$ cat config.mk
export PLATFORM = sky130hd
export DESIGN_NAME = adc_sar_core
export DESIGN_NICKNAME = d
export VERILOG_FILES = /design/src/rtl/adc_sar_core.sv
export SDC_FILE = /design/constraint.sdc
export NUM_CORES = 1
export LEC_CHECK = 0
export CORE_ASPECT_RATIO = 0.5
export CORE_UTILIZATION = 50
export DETAILED_ROUTE_END_ITERATION = 10
export PLACE_DENSITY = 0.76
export SLEW_MARGIN = 20
export SYNTH_ARGS = -nofsm -noshare
export SYNTH_HDL_FRONTEND = slang
export SYNTH_SLANG_ARGS = --single-unit
$ cat constraint.sdc
create_clock -name PCLK -period 1.8 [get_ports PCLK]
set_input_delay 0.54 -clock PCLK [delete_from_list [all_inputs] [get_ports PCLK]]
set_output_delay 0.54 -clock PCLK [all_outputs]
set_load 0.01 [all_outputs]
$ cat src/rtl/adc_sar_core.sv
// adc_sar_core: digital sequencer for a 12-bit SAR ADC macro.
//
// Decodes ADC_CTRL {opm[1:0], cal} and runs power-up, optional offset calibration and
// free-running successive-approximation conversions against the analog comparator.
//
// Optional feature macro: ADC_SAR_CORE_OFFSET_CAL_EN
//   defined   -> CAL_SAR state runs, offset is measured and subtracted (clamped at 0)
//   undefined -> CAL_SAR skipped, no offset register, ADC_B is the raw code
//
// Ports:
//   PCLK       in   clock, rising edge
//   PRESET     in   synchronous active-high reset
//   ADC_CTRL   in   {opm[1:0], cal}; opm == 0 powers down
//   COMP_IN    in   comparator result, 1 = analog input >= DAC_CODE
//   DAC_CODE   out  trial code to the capacitive DAC
//   SAMPLE     out  sample/hold switch enable
//   CAL_SHORT  out  input short to reference ground during calibration
//   ADC_PWON   out  macro powered and settled
//   ADC_RDY    out  calibrated, conversions valid
//   ADC_B      out  last (offset-corrected) result, held between updates
//   EOC        out  one-cycle pulse when ADC_B updates
module adc_sar_core #(
    parameter int unsigned PWON_CYCLES   = 16,
    parameter int unsigned CAL_CYCLES    = 32,
    parameter int unsigned SAMPLE_CYCLES = 2
) (
    input  logic        PCLK,
    input  logic        PRESET,
    input  logic [2:0]  ADC_CTRL,
    input  logic        COMP_IN,
    output logic [11:0] DAC_CODE,
    output logic        SAMPLE,
    output logic        CAL_SHORT,
    output logic        ADC_PWON,
    output logic        ADC_RDY,
    output logic [11:0] ADC_B,
    output logic        EOC
);

    typedef enum logic [2:0] {
        StOff,
        StPwup,
        StCalSettle,
        StCalSar,
        StSample,
        StConv,
        StDone
    } state_e;

    state_e      state_q;
    logic [7:0]  cnt_q;
    logic [3:0]  bit_q;
    logic [11:0] raw_q;
    logic        cal_q;
    logic        cal_pend_q;

    logic        run;
    logic        cal_rise;
    logic        last_bit;
    logic [11:0] bit_mask;
    logic [11:0] decided;
    logic [11:0] next_trial;
    logic [11:0] corrected;

    assign run      = (ADC_CTRL[2:1] != 2'b00);
    assign cal_rise = ADC_CTRL[0] & ~cal_q;
    assign last_bit = (bit_q == 4'd0);
    assign bit_mask = 12'd1 << bit_q;

    // DAC_CODE already holds the decided bits plus the bit under trial; keep or drop it.
    assign decided    = COMP_IN ? DAC_CODE : (DAC_CODE & ~bit_mask);
    assign next_trial = decided | (bit_mask >> 1);

`ifdef ADC_SAR_CORE_OFFSET_CAL_EN
    logic [11:0] offset_q;

    always_comb begin
        corrected = 12'h000;
        if (raw_q >= offset_q) begin
            corrected = raw_q - offset_q;
        end
    end
`else
    assign corrected = raw_q;
`endif

    always_ff @(posedge PCLK) begin
        if (PRESET) begin
            state_q    <= StOff;
            cnt_q      <= 8'd0;
            bit_q      <= 4'd0;
            raw_q      <= 12'h000;
            cal_q      <= 1'b0;
            cal_pend_q <= 1'b0;
            DAC_CODE   <= 12'h000;
            SAMPLE     <= 1'b0;
            CAL_SHORT  <= 1'b0;
            ADC_PWON   <= 1'b0;
            ADC_RDY    <= 1'b0;
            ADC_B      <= 12'h000;
            EOC        <= 1'b0;
`ifdef ADC_SAR_CORE_OFFSET_CAL_EN
            offset_q   <= 12'h000;
`endif
        end else begin
            cal_q <= ADC_CTRL[0];
            EOC   <= 1'b0;
            if (cal_rise && ADC_RDY) begin
                cal_pend_q <= 1'b1;
            end

            if (!run) begin
                // Power-down wins from any state; an in-flight conversion is dropped.
                state_q    <= StOff;
                DAC_CODE   <= 12'h000;
                SAMPLE     <= 1'b0;
                CAL_SHORT  <= 1'b0;
                ADC_PWON   <= 1'b0;
                ADC_RDY    <= 1'b0;
                cal_pend_q <= 1'b0;
            end else begin
                case (state_q)
                    StOff: begin
                        state_q <= StPwup;
                        cnt_q   <= 8'd0;
                    end

                    StPwup: begin
                        if (cnt_q == 8'(PWON_CYCLES - 1)) begin
                            state_q    <= StCalSettle;
                            ADC_PWON   <= 1'b1;
                            CAL_SHORT  <= 1'b1;
                            cnt_q      <= 8'd0;
                            cal_pend_q <= 1'b0;
                        end else begin
                            cnt_q <= cnt_q + 8'd1;
                        end
                    end

                    StCalSettle: begin
                        if (cnt_q == 8'(CAL_CYCLES - 1)) begin
`ifdef ADC_SAR_CORE_OFFSET_CAL_EN
                            state_q  <= StCalSar;
                            DAC_CODE <= 12'h800;
                            bit_q    <= 4'd11;
`else
                            state_q   <= StSample;
                            CAL_SHORT <= 1'b0;
                            ADC_RDY   <= 1'b1;
                            SAMPLE    <= 1'b1;
                            cnt_q     <= 8'd0;
`endif
                        end else begin
                            cnt_q <= cnt_q + 8'd1;
                        end
                    end

`ifdef ADC_SAR_CORE_OFFSET_CAL_EN
                    StCalSar: begin
                        if (last_bit) begin
                            offset_q  <= decided;
                            DAC_CODE  <= 12'h000;
                            CAL_SHORT <= 1'b0;
                            ADC_RDY   <= 1'b1;
                            SAMPLE    <= 1'b1;
                            state_q   <= StSample;
                            cnt_q     <= 8'd0;
                        end else begin
                            DAC_CODE <= next_trial;
                            bit_q    <= bit_q - 4'd1;
                        end
                    end
`endif

                    StSample: begin
                        if (cnt_q == 8'(SAMPLE_CYCLES - 1)) begin
                            SAMPLE   <= 1'b0;
                            DAC_CODE <= 12'h800;
                            bit_q    <= 4'd11;
                            state_q  <= StConv;
                        end else begin
                            cnt_q <= cnt_q + 8'd1;
                        end
                    end

                    StConv: begin
                        if (last_bit) begin
                            raw_q    <= decided;
                            DAC_CODE <= 12'h000;
                            state_q  <= StDone;
                        end else begin
                            DAC_CODE <= next_trial;
                            bit_q    <= bit_q - 4'd1;
                        end
                    end

                    StDone: begin
                        ADC_B <= corrected;
                        EOC   <= 1'b1;
                        cnt_q <= 8'd0;
                        // A cal request seen this very edge also counts.
                        if (cal_pend_q || (cal_rise && ADC_RDY)) begin
                            state_q    <= StCalSettle;
                            ADC_RDY    <= 1'b0;
                            CAL_SHORT  <= 1'b1;
                            cal_pend_q <= 1'b0;
                        end else begin
                            state_q <= StSample;
                            SAMPLE  <= 1'b1;
                        end
                    end

                    default: begin
                        state_q  <= StOff;
                        DAC_CODE <= 12'h000;
                    end
                endcase
            end
        end
    end

endmodule

# After elaboration in Yosys (flattened, before gate mapping)
# Index checks and enable logic that the tools add are counted.
# word_totals
regBits	58
latchBits	0
ramBits	0
romBits	0
wordCells	94
memories	0
# op_classes
add_sub_neg	2
multipliers	0
n_div	0
magnitude_cmp	0
n_eq_ne	16
shift	1
mux	32
bitwise	7
n_reduce_logical	23
# ops
operator	count
2-to-1 mux 12 bit	3
one-hot mux 12 bit (3 select lines)	1
one-hot mux 8 bit (4 select lines)	1
2-to-1 mux 8 bit	3
one-hot mux 3 bit (6 select lines)	1
!= test 2 bit (second input constant)	8
AND reduction 4 bit	4
2-to-1 mux 3 bit	5
AND 12 bit	1
inverter 12 bit	1
bitwise OR 12 x 11 -> 12 bit	1
left shift 1 x 4 -> 12 bit (first input constant)	1
2-to-1 mux 1 bit	11
== test 3 bit (second input constant)	3
AND reduction 3 bit	3
adder 8 x 1 -> 8 bit (second input constant)	1
== test 8 x 1 -> 1 bit (second input constant)	1
== test 8 x 4 -> 1 bit (second input constant)	1
== test 8 x 5 -> 1 bit (second input constant)	1
2-to-1 mux 4 bit	2
one-hot mux 4 bit (2 select lines)	1
one-hot mux 1 bit (3 select lines)	2
AND reduction 2 bit	3
nonzero test 2 bit	3
other kinds (14)	19

# Depth between registers and ports, before layout
# Gate-level depths: netlist of the first run.
# depth
word_depth	7
ltp_mapped	8
ltp_nobuf	7

# Least setup slack after synthesis of the first run
# OpenSTA, ideal clock, no wires.
# synth_path
path_kind	register to register
startpoint	reg bit_q[0]
endpoint	reg DAC_CODE[11]
setup_ns	0.132
t_arrival_ns	1.796
t_required_ns	1.668
setup_slack_ns	-0.129
path_stages_with_launch	9
path_buffers	1
cell_sequence	dfxtp_1 > inv_1 > ha_1 > or3b_2 > nand3_1 > clkbuf_1 > nor2_1 > o21ai_1 > a21oi_1
# synth_between
elab_chain_cells	7
word_cells_on_any_way	8
classes_between	shift: 1; mux: 3; bitwise: 3; reduce/logical: 1
# synth_lines
item	line	source
from (decl)	52	logic [3:0] bit_q;
from (signal assigned)	193	bit_q <= bit_q - 4'd1;
left shift 1 x 4 -> 12 bit	68	assign bit_mask = 12'd1 << bit_q;
inverter 12 bit	71	assign decided = COMP_IN ? DAC_CODE : (DAC_CODE & ~bit_mask);
AND 12 bit	71	
2-to-1 mux 12 bit	71	
bitwise OR 12 x 11 -> 12 bit	72	assign next_trial = decided | (bit_mask >> 1);
2-to-1 mux 12 bit (*)	187	if (last_bit) begin
one-hot mux 12 bit (3 select lines) (*)	122	case (state_q)
to (signal assigned)	192	DAC_CODE <= next_trial;
to (decl)	31	output logic [11:0] DAC_CODE,
# Every way passes the cells marked *; elsewhere a longest branch is shown, timed or not.
# A chain may end at the register's enable or synchronous reset.

# Final worst setup path of the first run
# layout_path
startpoint	reg cnt_q[1]
endpoint	reg DAC_CODE[7]
# layout_between
elab_chain_cells	3
# layout_lines
item	line	source
from (decl)	51	logic [7:0] cnt_q;
from (signal assigned)	136	cnt_q <= cnt_q + 8'd1;
from (signal assigned)	154	cnt_q <= cnt_q + 8'd1;
from (signal assigned)	182	cnt_q <= cnt_q + 8'd1;
== test 8 x 1 -> 1 bit	176	if (cnt_q == 8'(SAMPLE_CYCLES - 1)) begin
!= test 2 bit (no source line)	-	
AND reduction 2 bit (no source line)	-	
# Every way passes these cells.

==> results of run 1 <==
[metal layers]
metal,global-route usage,routed length [um],up-vias,part of all wire
met5,0,0,-,0
met4,0.100,121,0,0.016
met3,0.0843,576,16,0.075
met2,0.449,3610,91,0.47
met1,0.317,3330,1320,0.44
li1,-,-,1377,-
[cells in the final DEF, fill, tap and decap left out, types with 5 or more instances in the layout]
master and instances:
ha_1 5, dfxtp_1 54, nand2b_1 10, dlymetal6s2s_1 7, o21ai_0 9, clkbuf_8 11, o21ai_1 6, clkdlybuf4s50_1 12
dlygate4sd2_1 15, nand3b_1 5, nand3_1 16, inv_1 7, nor3_1 5, nor2_1 48, nand2_1 48, a21oi_1 54
buf_4 35
[synthesized netlist by cell type (all sizes together) (5+ instances only)]
| library cell | count |
|---|---|
| a21oi | 55 |
| a31oi | 5 |
| buf | 11 |
| clkbuf | 13 |
| dfxtp | 58 |
| ha | 7 |
| inv | 7 |
| nand2 | 49 |
| nand2b | 10 |
| nand3 | 17 |
| nand3b | 5 |
| nor2 | 48 |
| nor2b | 5 |
| nor3 | 8 |
| nor3b | 5 |
| nor4 | 5 |
| o21ai | 15 |
[worst min-delay path: stages, from the launching register on]
cell     delay [ps]
dfxtp_1         310
nand2_1          50
a21oi_1          50
[final timing paths]
path	start	endpoint	slack [ps]	cells after the start
worst max-delay path	cnt_q[1]	DAC_CODE[7]	10	7
worst min-delay path	corrected[3]	ADC_B[3]	450	2
worst max register to register	cnt_q[1]	DAC_CODE[7]	10	7
worst min register to register	corrected[3]	ADC_B[3]	450	2
[cell families after synthesis]
| group | Yosys count | synth area share |
|---|---|---|
| flops | 58 | 0.414 |
| simple gates | 166 | 0.294 |
| fa+ha+maj | 7 | 0.0312 |
| xor+xnor | 2 | 0.00624 |
| compound gates | 94 | 0.198 |
| buf+inv | 31 | 0.0495 |
| mux | 2 | 0.00713 |
[power groups by stage]
stage | registers, mW | logic [mW] | clock network, mW
floorplan | 1.32 | 0.0689 | 0
global placement | 1.32 | 0.108 | 0
detailed placement | 1.32 | 0.112 | 0
CTS | 1.29 | 0.120 | 1.27
global route | 1.29 | 0.149 | 1.33
finish | 1.29 | 0.140 | 1.25
[metrics by stage]
step           utilization  hold WS [ps]
2_1_floorplan            -           432
3_3_place_gp         0.663           444
3_5_place_dp         0.663           446
4_1_cts              0.704           455
5_1_grt              0.736           476
6_report             0.736           453
[sequential cells by signal, summed over array words and instances (netlist names)]
register / count
EOC: 1
cal_q: 1
cal_pend_q: 1
cnt_q: 8
DAC_CODE: 12
bit_q: 4
ADC_PWON: 1
corrected: 12
ADC_RDY: 1
state_q: 3
SAMPLE: 1
ADC_B: 12
CAL_SHORT: 1
[final cells by class]
class,instances,area [um2]
clock buffer,12,155
tap,70,87.6
sequential,58,1170
clock inverter,4,50.0
multi-input combinational,272,1640
fill,394,1360
timing repair buffer,73,673
inverter,7,26.3
[repair_timing]
action | CTS | global route
gates resized for setup | 19 | 34
buffers inserted | 2 | 3
pin swaps | 3 | 6
setup endpoints to repair | 30 | 45
gates cloned | 0 | 1
==> flow_metrics.tcl, run 1 <==
set metrics [dict create \
    synth_area_leader_cell "dfxtp_1" \
    post-place-ws_ps -290 \
    outcome "complete, no violations" \
    viasPerCell 5.65 \
    syn_avg_cell_area_um2 7.80 \
    crit_buf_inv 1 \
    min_path_type "reg2reg" \
    rsz0062_at_grt "true" \
    drt-total-wl_um 7650 \
    drt_pre_antenna_iters 5 \
    cts_root_buf "clkbuf_8" \
    ioPinCount 35 \
    drt-initial-drc-count 200 \
    fin_nets 434 \
    arrival_ps 2030 \
    gp_congestion 0.907 \
    async_reset_ff_frac 0 \
    syn-cell-area_mm2 0.00281 \
    ant_nets 0 \
    cp.required_ps 2040 \
    cp_max_fo 6 \
    hpwl_um 5000 \
    grt_pass1_wl_um 11600 \
    worst_slew_pin_slew_ps 482 \
    ys.warnings.count 0 \
    setup_viol_count_final 0 \
    dp.cells 474 \
    cap_viol_max_count 0 \
    grt_usage 0.262 \
    relSlewSlack 0.679 \
    tns_ps 0 \
    yosysSeqAreaShare 0.414 \
    synth_cell_type_count 52 \
    grt_max_degree 40 \
    hold_violations 0 \
    peakVddDrop_mv 0.678 \
    fin_crit_ps 1790 \
    numCtsBuffers 9 \
    die_h_um 55.0 \
    clock_latency_ps 360 \
    clkSlewWorstSetupHoldPaths_ps 70 \
    fin_crit_sh 0.993 \
    intPower_mw 2.06 \
    yosysTopAreaCellShare 0.414 \
    cp_top_family "simple AND/OR/NAND/NOR gates" \
    power_density_mw_per_mm2 706 \
    diodes 0 \
    clock-skew-final_ps 9.81 \
    p_leak_nw 1.48 \
    overflow 0 \
    ys.flop_type "dfxtp_1" \
    synthCells 360 \
    critPathLaunchType "register" \
    drive_gt1_frac 0.207 \
    cts.sinks 58 \
    area_growth_pct 35.3 \
    instances_no_fill 496 \
    final.setup.worst_slack_ps 13.1 \
    io_buffers 34 \
    die_area_mm2 0.00593 \
    power.switching_uw 623 \
    rows 18 \
    path_cells "inv_1, ha_1, nor3b_4, a21oi_4, or3_4, o21ai_1, a21oi_1" \
    slowest_delay_ps 400 \
    syn_nets 373 \
    synth_edf_count 0 \
    synthTopCellsByArea "dfxtp_1, a21oi_1, nand2_1" \
    slew_violations 0 \
    fin_area_mm2 0.00380 \
    initial_core_util 0.544 \
    die_x_um 108 \
    via_count 2804 \
    post_dp_cell_area_mm2 0.00342 \
    drc 0 \
    clkPwrFrac 0.465 \
    end_kind "register" \
    grt_pass1_vias 2527 \
    cts_buffer_depth 2 \
    core-area_mm2 0.00516 \
    cts_tree "yes" \
    sw_frac_of_total 0.233 \
    max_freq_mhz 560 \
    p_total_mw 2.68 \
    worstSetupPathType "reg2reg" \
    ys_ff_latch 58 \
    seqPwrFrac 0.482 \
    antenna_found_initial 0 \
    wl_per_cell_um 15.4 \
    cts-htree-levels 3 \
    pwr-share-comb 0.052 \
    hold_buffers 0 \
    crit_slowest_cell "or3_4" \
]
(Power assumes the default switching activity.)
==> inputs of run 2 (changes only) <==
--- a/config.mk
+++ b/config.mk
@@ -5,10 +5,11 @@
 export SDC_FILE = /design/constraint.sdc
 export NUM_CORES = 1
 export LEC_CHECK = 0
-export CORE_ASPECT_RATIO = 0.5
-export CORE_UTILIZATION = 50
+export ABC_AREA = 1
+export CORE_ASPECT_RATIO = 1.2
+export CORE_UTILIZATION = 49
 export DETAILED_ROUTE_END_ITERATION = 10
-export PLACE_DENSITY = 0.76
+export PLACE_DENSITY = 0.75
 export SLEW_MARGIN = 20
 export SYNTH_ARGS = -nofsm -noshare
 export SYNTH_HDL_FRONTEND = slang
==> run 2 against run 1 <==
Via count fell by 3.9%. Synthesized cell count grew 6.4%. Non-clock buffer count shrank 12. Clock skew shrank 2.3 ps. Critical path depth shrank 6. Maximum frequency grew 1.6%. Largest cell class unchanged. Cell area shrank 5.7%. Worst setup slack better by 27 ps. Global-route usage down 2.7 points. Sequential share of layout area up 1.6 points. Largest power group unchanged.
==> flow_metrics.tcl, run 2 <==
set metrics [dict create \
    rrSetupSlack_ps 180 \
    cap_viol_max_count 0 \
    critPathLaunchType "register" \
    final.setup.worst_slack_ps 40.3 \
    drt-total-wl_um 6550 \
    core-area_mm2 0.00533 \
    cts.sinks 58 \
    ant_nets 0 \
    drt-initial-drc-count 141 \
    ys.warnings.count 0 \
    relSlewSlack 0.787 \
    die_x_um 70.4 \
    cts_tree "yes" \
    cts-htree-levels 3 \
    yosysMostFrequentCell "nand2_1" \
    p_total_mw 3.98 \
    ys_ff_latch 58 \
    grt_usage 0.235 \
    cp_max_fo 3 \
    arrival_ps 1220 \
    syn_nets 396 \
    reg2reg_from "bit_q[0]" \
    utilization 0.671 \
    clock-skew-final_ps 7.51 \
    viasPerCell 5.28 \
    hold_violations 0 \
    hold_buffers 0 \
    mostFrequentLayoutCells "nand2_1, nor2_1, dfxtp_1, o21ai_0, a21oi_1" \
    clock_latency_ps 340 \
    yosysSeqAreaShare 0.422 \
    post-place-ws_ps -94.7 \
    peakVddDrop_mv 0.845 \
    final_common_cell "nand2_1" \
    synth_area_leader_cell "dfxtp_1" \
    holdWs_ps 478 \
    end_kind "primary output" \
    cp_top_family "buffers and inverters" \
    ys.flop_type "dfxtp_1" \
    synthTopCellsByArea "dfxtp_1, nand2_1, nor2_1" \
    antenna_found_initial 0 \
    path_cells "clkdlybuf4s50_1" \
    fin_area_mm2 0.00358 \
    drive_gt1_frac 0.165 \
    met1_usage 0.272 \
    yosysTopAreaCellShare 0.422 \
    clkSlewWorstSetupHoldPaths_ps 70 \
    setup_viol_count_final 0 \
    min_path_type "reg2reg" \
    fin_crit_sh 0.978 \
    fin_nets 456 \
    syn_avg_cell_area_um2 7.19 \
    area_growth_pct 30.0 \
    outcome "complete, no violations" \
    grt_pass1_vias 2561 \
    hpwl_um 4700 \
    top_usage_layer "met2" \
    post_cts_resized 3 \
    cts_setup_buffers 0 \
    die_h_um 84.1 \
    io_buffers 34 \
    power_density_mw_per_mm2 1110 \
    ys_top_cells_by_count "nand2_1, nor2_1, dfxtp_1" \
    synthCells 383 \
    numCtsBuffers 9 \
    startpoint "DAC_CODE[3]" \
    rows 29 \
    slew_violations 0 \
    p_leak_nw 1.71 \
    diodes 0 \
    initial_core_util 0.516 \
    drc 0 \
    cp.required_ps 1260 \
    rsz0062_at_grt "false" \
    async_reset_ff_frac 0 \
    cts_root_buf "clkbuf_8" \
    grt_max_degree 22 \
    wl_per_cell_um 12.9 \
    min_from "DAC_CODE[3]" \
    synth_edf_count 0 \
    die_area_mm2 0.00593 \
    fin_crit_ps 1760 \
    gp_congestion 0.927 \
    crit_slowest_cell "clkdlybuf4s50_1" \
    drt_pre_antenna_iters 4 \
    grt_use_met3 0.0580 \
    overflow 0 \
    max_freq_mhz 568 \
    post_dp_cell_area_mm2 0.00332 \
    worstSetupPathType "reg2out" \
    slowest_delay_ps 540 \
    worst_slew_pin_slew_ps 317 \
    synth_cell_type_count 31 \
    ioPinCount 35 \
    cts_buffer_depth 2 \
    via_count 2694 \
    grt_pass1_wl_um 11000 \
    crit_buf_inv 1 \
    syn-cell-area_mm2 0.00275 \
    gr-usage-met2 0.388 \
]
## run 2: cell types whose count changed after synthesis, moves of 5 or more
cell      delta
nand3_1      +9
inv_1       +17
a211oi_2     +6
clkbuf_1    -11
nor2b_1      -5
nor2_1      +18
nor2_2       +7
inv_2        +9
nand2_1     +28
o21ai_0     +24
a21oi_1     -26
nand2b_1    -10
## run 2: area by class of cell
type / count / area [um2]
Sequential cell: 58 / 1160
Clock inverter: 4 / 72.6
Inverter: 33 / 126
Timing Repair Buffer: 61 / 587
Clock buffer: 12 / 165
Tap cell: 62 / 77.6
Multi-Input combinational cell: 280 / 1390
Fill cell: 463 / 1750
## run 2: through the flow
| step | setup TNS (ps) | std cells |
|---|---|---|
| final | 0 | 510 |
| after global routing | 0 | 510 |
| after CTS | 0 | 510 |
| after detailed placement | -1180 | 494 |
| after global placement | -615 | 494 |
| after floorplan | 0 | 383 |
## run 2: cells by family after synthesis
| family | share of synthesized area |
|---|---|
| XOR/XNOR | 0.00636 |
| AND/OR/NAND/NOR | 0.305 |
| AO/OA/AOI/OAI | 0.161 |
| flip-flops | 0.422 |
| adder cells (fa/ha/maj) | 0.0318 |
| buffers and inverters | 0.0741 |
## run 2: path summary, 6_finish.rpt
check	to	depth (start not counted)
setup reg to reg	DAC_CODE[10]	8
hold / removal	DAC_CODE[3]	2
hold reg to reg	DAC_CODE[3]	2
setup / recovery	DAC_CODE[3]	1
## run 2: routing by layer
metal,up-vias,part of all wire
met5,-,0
met4,0,0.040
met3,26,0.048
met2,83,0.49
met1,1217,0.42
li1,1368,-
## run 2: power by group
group | switching (mW) | internal [mW]
Combinational | 0.650 | 0.406
Clock | 0.525 | 0.890
Sequential | 0.112 | 1.39
